File: src/rtl/onehot_dec_pkg.sv
// Shared types and the index-to-one-hot rule for the registered one-hot decoder.
package onehot_dec_pkg;

    localparam int DEC_MAX_W = 64;

    typedef enum logic [1:0] {
        EMPTY = 2'd0,
        ONE   = 2'd1,
        FULL  = 2'd2
    } skid_state_e;

    // Indices at or beyond the active width decode to all zeros.
    function automatic logic [DEC_MAX_W-1:0] decode(input int unsigned index,
                                                    input int unsigned width);
        logic [DEC_MAX_W-1:0] vec;
        vec = '0;
        if (index < width) begin
            vec = DEC_MAX_W'(1) << index;
        end
        return vec;
    endfunction

endpackage

File: src/rtl/onehot_dec_skid.sv
// Generic 2-entry valid/ready skid buffer: an output register plus one spill slot,
// with s_ready registered from the next occupancy so it never sees m_ready combinationally.
module onehot_dec_skid
    import onehot_dec_pkg::*;
#(
    parameter int DATA_W = 8
) (
    input  logic              clk,
    input  logic              rst,
    input  logic [DATA_W-1:0] s_data,
    input  logic              s_valid,
    output logic              s_ready,
    output logic [DATA_W-1:0] m_data,
    output logic              m_valid,
    input  logic              m_ready
);

    skid_state_e       state_q, state_d;
    logic [DATA_W-1:0] out_q, out_d;
    logic [DATA_W-1:0] skid_q, skid_d;
    logic              ready_q;
    logic              inFire;

    assign inFire  = s_valid && ready_q;
    assign s_ready = ready_q;
    assign m_valid = (state_q != EMPTY);
    assign m_data  = out_q;

    always_comb begin
        state_d = state_q;
        out_d   = out_q;
        skid_d  = skid_q;
        case (state_q)
            EMPTY: begin
                if (inFire) begin
                    out_d   = s_data;
                    state_d = ONE;
                end
            end
            ONE: begin
                if (inFire && m_ready) begin
                    out_d = s_data;
                end else if (inFire) begin
                    skid_d  = s_data;
                    state_d = FULL;
                end else if (m_ready) begin
                    state_d = EMPTY;
                end
            end
            FULL: begin
                if (m_ready) begin
                    out_d   = skid_q;
                    state_d = ONE;
                end
            end
            default: state_d = EMPTY;
        endcase
    end

    // ready_q stays low through reset so nothing is accepted until the first edge after release.
    always_ff @(posedge clk or posedge rst) begin
        if (rst) begin
            state_q <= EMPTY;
            out_q   <= '0;
            skid_q  <= '0;
            ready_q <= 1'b0;
        end else begin
            state_q <= state_d;
            out_q   <= out_d;
            skid_q  <= skid_d;
            ready_q <= (state_d != FULL);
        end
    end

endmodule

File: src/rtl/onehot_decoder_reg.sv
// Binary index to one-hot decoder with a registered valid/ready output stream.
// Define ONEHOT_DEC_RANGE_CHECK_EN to drop out-of-range indices and pulse err instead.
module onehot_decoder_reg
    import onehot_dec_pkg::*;
#(
    parameter  int WIDTH = 4,
    localparam int IDX_W = $clog2(WIDTH)
) (
    input  logic             clk,
    input  logic             rst,
    input  logic [IDX_W-1:0] s_index,
    input  logic             s_valid,
    output logic             s_ready,
    output logic [WIDTH-1:0] m_onehot,
    output logic [IDX_W-1:0] m_index,
    output logic             m_valid,
    input  logic             m_ready,
    output logic             err
);

    localparam int DATA_W = IDX_W + WIDTH;

    logic [WIDTH-1:0]  decOnehot;
    logic              skidValid;
    logic              skidReady;
    logic [DATA_W-1:0] skidOut;

    assign decOnehot = WIDTH'(decode(32'(s_index), 32'(WIDTH)));

`ifdef ONEHOT_DEC_RANGE_CHECK_EN
    logic inRange;
    logic err_q, err_d;

    // Out-of-range beats are still handshaken so the source never stalls on them.
    assign inRange   = 32'(s_index) < 32'(WIDTH);
    assign skidValid = s_valid && inRange;
    assign err_d     = s_valid && skidReady && !inRange;
    assign err       = err_q;

    always_ff @(posedge clk or posedge rst) begin
        if (rst) begin
            err_q <= 1'b0;
        end else begin
            err_q <= err_d;
        end
    end
`else
    assign skidValid = s_valid;
    assign err       = 1'b0;
`endif

    assign s_ready = skidReady;

    onehot_dec_skid #(
        .DATA_W(DATA_W)
    ) u_skid (
        .clk    (clk),
        .rst    (rst),
        .s_data ({s_index, decOnehot}),
        .s_valid(skidValid),
        .s_ready(skidReady),
        .m_data (skidOut),
        .m_valid(m_valid),
        .m_ready(m_ready)
    );

    assign m_onehot = skidOut[WIDTH-1:0];
    assign m_index  = skidOut[DATA_W-1:WIDTH];

endmodule
File: config.mk
export PLATFORM = sky130hd
export DESIGN_NAME = onehot_decoder_reg
export DESIGN_NICKNAME = d
export VERILOG_FILES = /design/src/rtl/onehot_dec_pkg.sv /design/src/rtl/onehot_dec_skid.sv /design/src/rtl/onehot_decoder_reg.sv
export SDC_FILE = /design/constraint.sdc
export NUM_CORES = 1
export LEC_CHECK = 0
export ABC_AREA = 1
export BUFFER_PORTS_ARGS = -buffer_cell sky130_fd_sc_hd__clkbuf_2
export CAP_MARGIN = 20
export CORE_AREA = 2 2 45 47
export DETAILED_ROUTE_END_ITERATION = 8
export DIE_AREA = 0 0 47 49
export PLACE_DENSITY = 0.74
export SKIP_LAST_GASP = 1
export SYNTH_ARGS = -nofsm -noshare
export SYNTH_HDL_FRONTEND = slang
export SYNTH_SLANG_ARGS = --single-unit
File: constraint.sdc
create_clock -name clk -period 1.05 [get_ports clk]
set_input_delay 0.0525 -clock clk [delete_from_list [all_inputs] [get_ports clk]]
set_output_delay 0.0525 -clock clk [all_outputs]
set_load 0.02 [all_outputs]
==> results_dict.tcl <==
set metrics [dict create \
    status "finished with violations" \
    violations "negative setup slack" \
    cts_root_buf "clkbuf_4" \
    synth_seq_cells 15 \
    cts.htree.levels 1 \
    via_count 675 \
    ys_warn_count 0 \
    grt_max_degree 16 \
    startpoint "u_skid.state_q[1]" \
    areaGrowthSynthToFinish_pct 35.9 \
    fin_crit_sh_pct 109 \
    start_util_pct 44.3 \
    start_kind "flip-flop" \
    drc 0 \
    num_rows 16 \
    clock_sinks 15 \
    drive_above_1_share_pct 41.8 \
    ys_seq_area_share_pct 46.0 \
    die_w_microns 47 \
    irDropWorstVdd_mv 1.31 \
    drt_iter0_markers 16 \
    synth_area_sq_um 816 \
    ios 15 \
    fin_setup_tns_ns -1.08 \
    power_leakage_nw 0.591 \
    min_from "s_index[0]" \
    gr-usage-all-layers_pct 16.0 \
    ys_types 17 \
    slew_viol_final 0 \
    final_antenna_net_count 0 \
    num-fill-cells 164 \
    p_per_area_mw_per_mm2 2250 \
    grt_pass1_wl_microns 2660 \
    cap_violations 0 \
    port_buffers 13 \
    finClkSkew_ns 0.00309 \
    core_area_sq_mm 0.00184 \
    die_y_microns 49 \
    setup_violations 14 \
    multiInputGateArea_sq_um 438 \
    final_nets 129 \
    rsz0062_at_grt "true" \
    syn-num-nets 103 \
    finalHoldViolCount 0 \
    finalWorstSetupSlack_ns -0.0975 \
    clkLatencyLatePin_ns 0.28 \
    grt_pass1_vias 630 \
    antenna_cells 0 \
    end_kind "flip-flop" \
    clk_pin_slew_worst_paths_ns 0.09 \
    cts-buffers-inserted 3 \
    finalNonFillerCells 149 \
    syn_inst 97 \
    grt-ovfl-total 0 \
    r2r-start "u_skid.state_q[1]" \
    path_max_fanout 7 \
    timing.fmax_ghz 0.871 \
    timing.critical_path.cells "clkinv_4, buf_12, nand3_4, nor2_8, inv_4, nand2_1, nand2_1" \
    crit_path_frequent_cell "nand2_1" \
    avgSynthCellArea_sq_um 8.41 \
    layout_min_cycle_time_ns 1.15 \
    cp_slowest_cell "dfrtp_2" \
    gp_congestion 0.820 \
    placed_cells 139 \
    clock_path_buffers 2 \
    wire_per_inst_microns 10.7 \
    seqCellArea_sq_um 379 \
    first_pass_iters 4 \
    dp_hpwl_microns 1180 \
    worst-endpoint-required_ns 1.23 \
    vias_per_cell 4.53 \
    antenna_found_initial 0 \
    routed_wl_microns 1600 \
    worstSetupPathType "flip-flop to flip-flop" \
    worstPathArrival_ns 1.33 \
    cts_tree "built" \
    critical-path-max-stage-delay_ns 0.44 \
    min_path_type "input port to flip-flop" \
    dieArea_sq_mm 0.00230 \
]
registers in the layout (all words and copies together), names as in the netlist:
name            cells
u_skid.m_data       6
u_skid.skid_q       6
u_skid.state_q      2
u_skid.s_ready      1
cells by family after synthesis:
family,share of synthesized area (%)
compound gates,1.69
buf+inv,8.13
flops,46.0
other cells,0.460
simple gates,43.7
cell usage in the layout, fill, tap and decap left out, types with 2 or more instances in the layout:
| master | count |
|---|---|
| nand2_2 | 9 |
| nand3_4 | 2 |
| dfrtp_1 | 12 |
| clkbuf_2 | 12 |
| nand3_1 | 12 |
| buf_4 | 3 |
| clkbuf_4 | 3 |
| nand2_1 | 34 |
| dfrtp_2 | 3 |
| nand2_4 | 2 |
| nor2_1 | 3 |
| nand2_8 | 4 |
| inv_4 | 2 |
| buf_6 | 5 |
| inv_1 | 6 |
area by class of cell:
cell class / count / share of cell area (%)
clock buffer: 4 / 2.37
inverter: 10 / 4.29
multi-input combinational: 70 / 39.5
sequential: 15 / 34.2
tap: 27 / 3.05
timing repair buffer: 23 / 16.6
power by group:
group | switching, mW | internal [mW]
sequential | 0.171 | 0.803
clock | 0.184 | 0.148
combinational | 0.673 | 0.520
synthesized netlist by cell type:
cell type / count / area [sq um]
a21oi_2: 1 / 8.76
buf_4: 1 / 7.51
buf_6: 1 / 11.3
conb_1: 1 / 3.75
dfrtp_1: 15 / 375
inv_1: 6 / 22.5
inv_2: 1 / 3.75
inv_4: 2 / 12.5
inv_6: 1 / 8.76
nand2_1: 44 / 165
nand2_4: 4 / 45.0
nand2_8: 1 / 20.0
nand3_1: 12 / 60.1
nand3_4: 2 / 35.0
nor2_1: 3 / 11.3
nor2_8: 1 / 20.0
o21ai_1: 1 / 5.00
worst max-delay path, delay by kind of cell (launching register included):
family        cells  cell delay, ns
simple gates      4            0.36
flops             1            0.44
buf+inv           3            0.24
layer usage:
layer	part of all wire (%)	vias to the layer above	global-route usage, %
met4	1.1	0	6.94
li1	-	350	-
met1	44	307	21.6
met5	0	-	0
met2	52	16	24.7
met3	2.9	2	2.59
stage by stage:
step                setup slack [ns]  hold slack (ns)  utilization [%]  instance area, sq um  power (mW)
floorplan                   0.000253          -0.0461                -                   817        1.56
global placement             -0.0538           0.0388             50.3                   927        1.81
detailed placement           -0.0946           0.0435             50.3                   927        1.84
CTS                           -0.117           0.0474             57.0                  1050        2.36
global route                  -0.152           0.0525             60.2                  1110        2.68
finish                       -0.0975           0.0542             60.2                  1110        2.50
what timing repair did:
| item | in CTS | in global routing |
|---|---|---|
| resized for setup | 8 | 17 |
| endpoints found under the setup margin | 15 | 15 |
| endpoints found under the hold margin | 15 | 0 |
| hold buffers | 1 | 0 |
| pin swaps | 1 | 7 |
| buffers inserted | 4 | 1 |
worst paths after layout:
path | depth (start not counted) | to | slack [ns]
min in group asynchronous | 4 | u_skid.m_data[3] | 0.28
max reg2reg | 7 | u_skid.skid_q[5] | -0.1
max in group asynchronous | 4 | u_skid.state_q[0] | 0.57
min reg2reg | 2 | u_skid.m_data[3] | 0.49
min | 3 | u_skid.skid_q[4] | 0.05
max | 7 | u_skid.skid_q[5] | -0.1
Note: power is estimated with default switching activity, not from simulation.
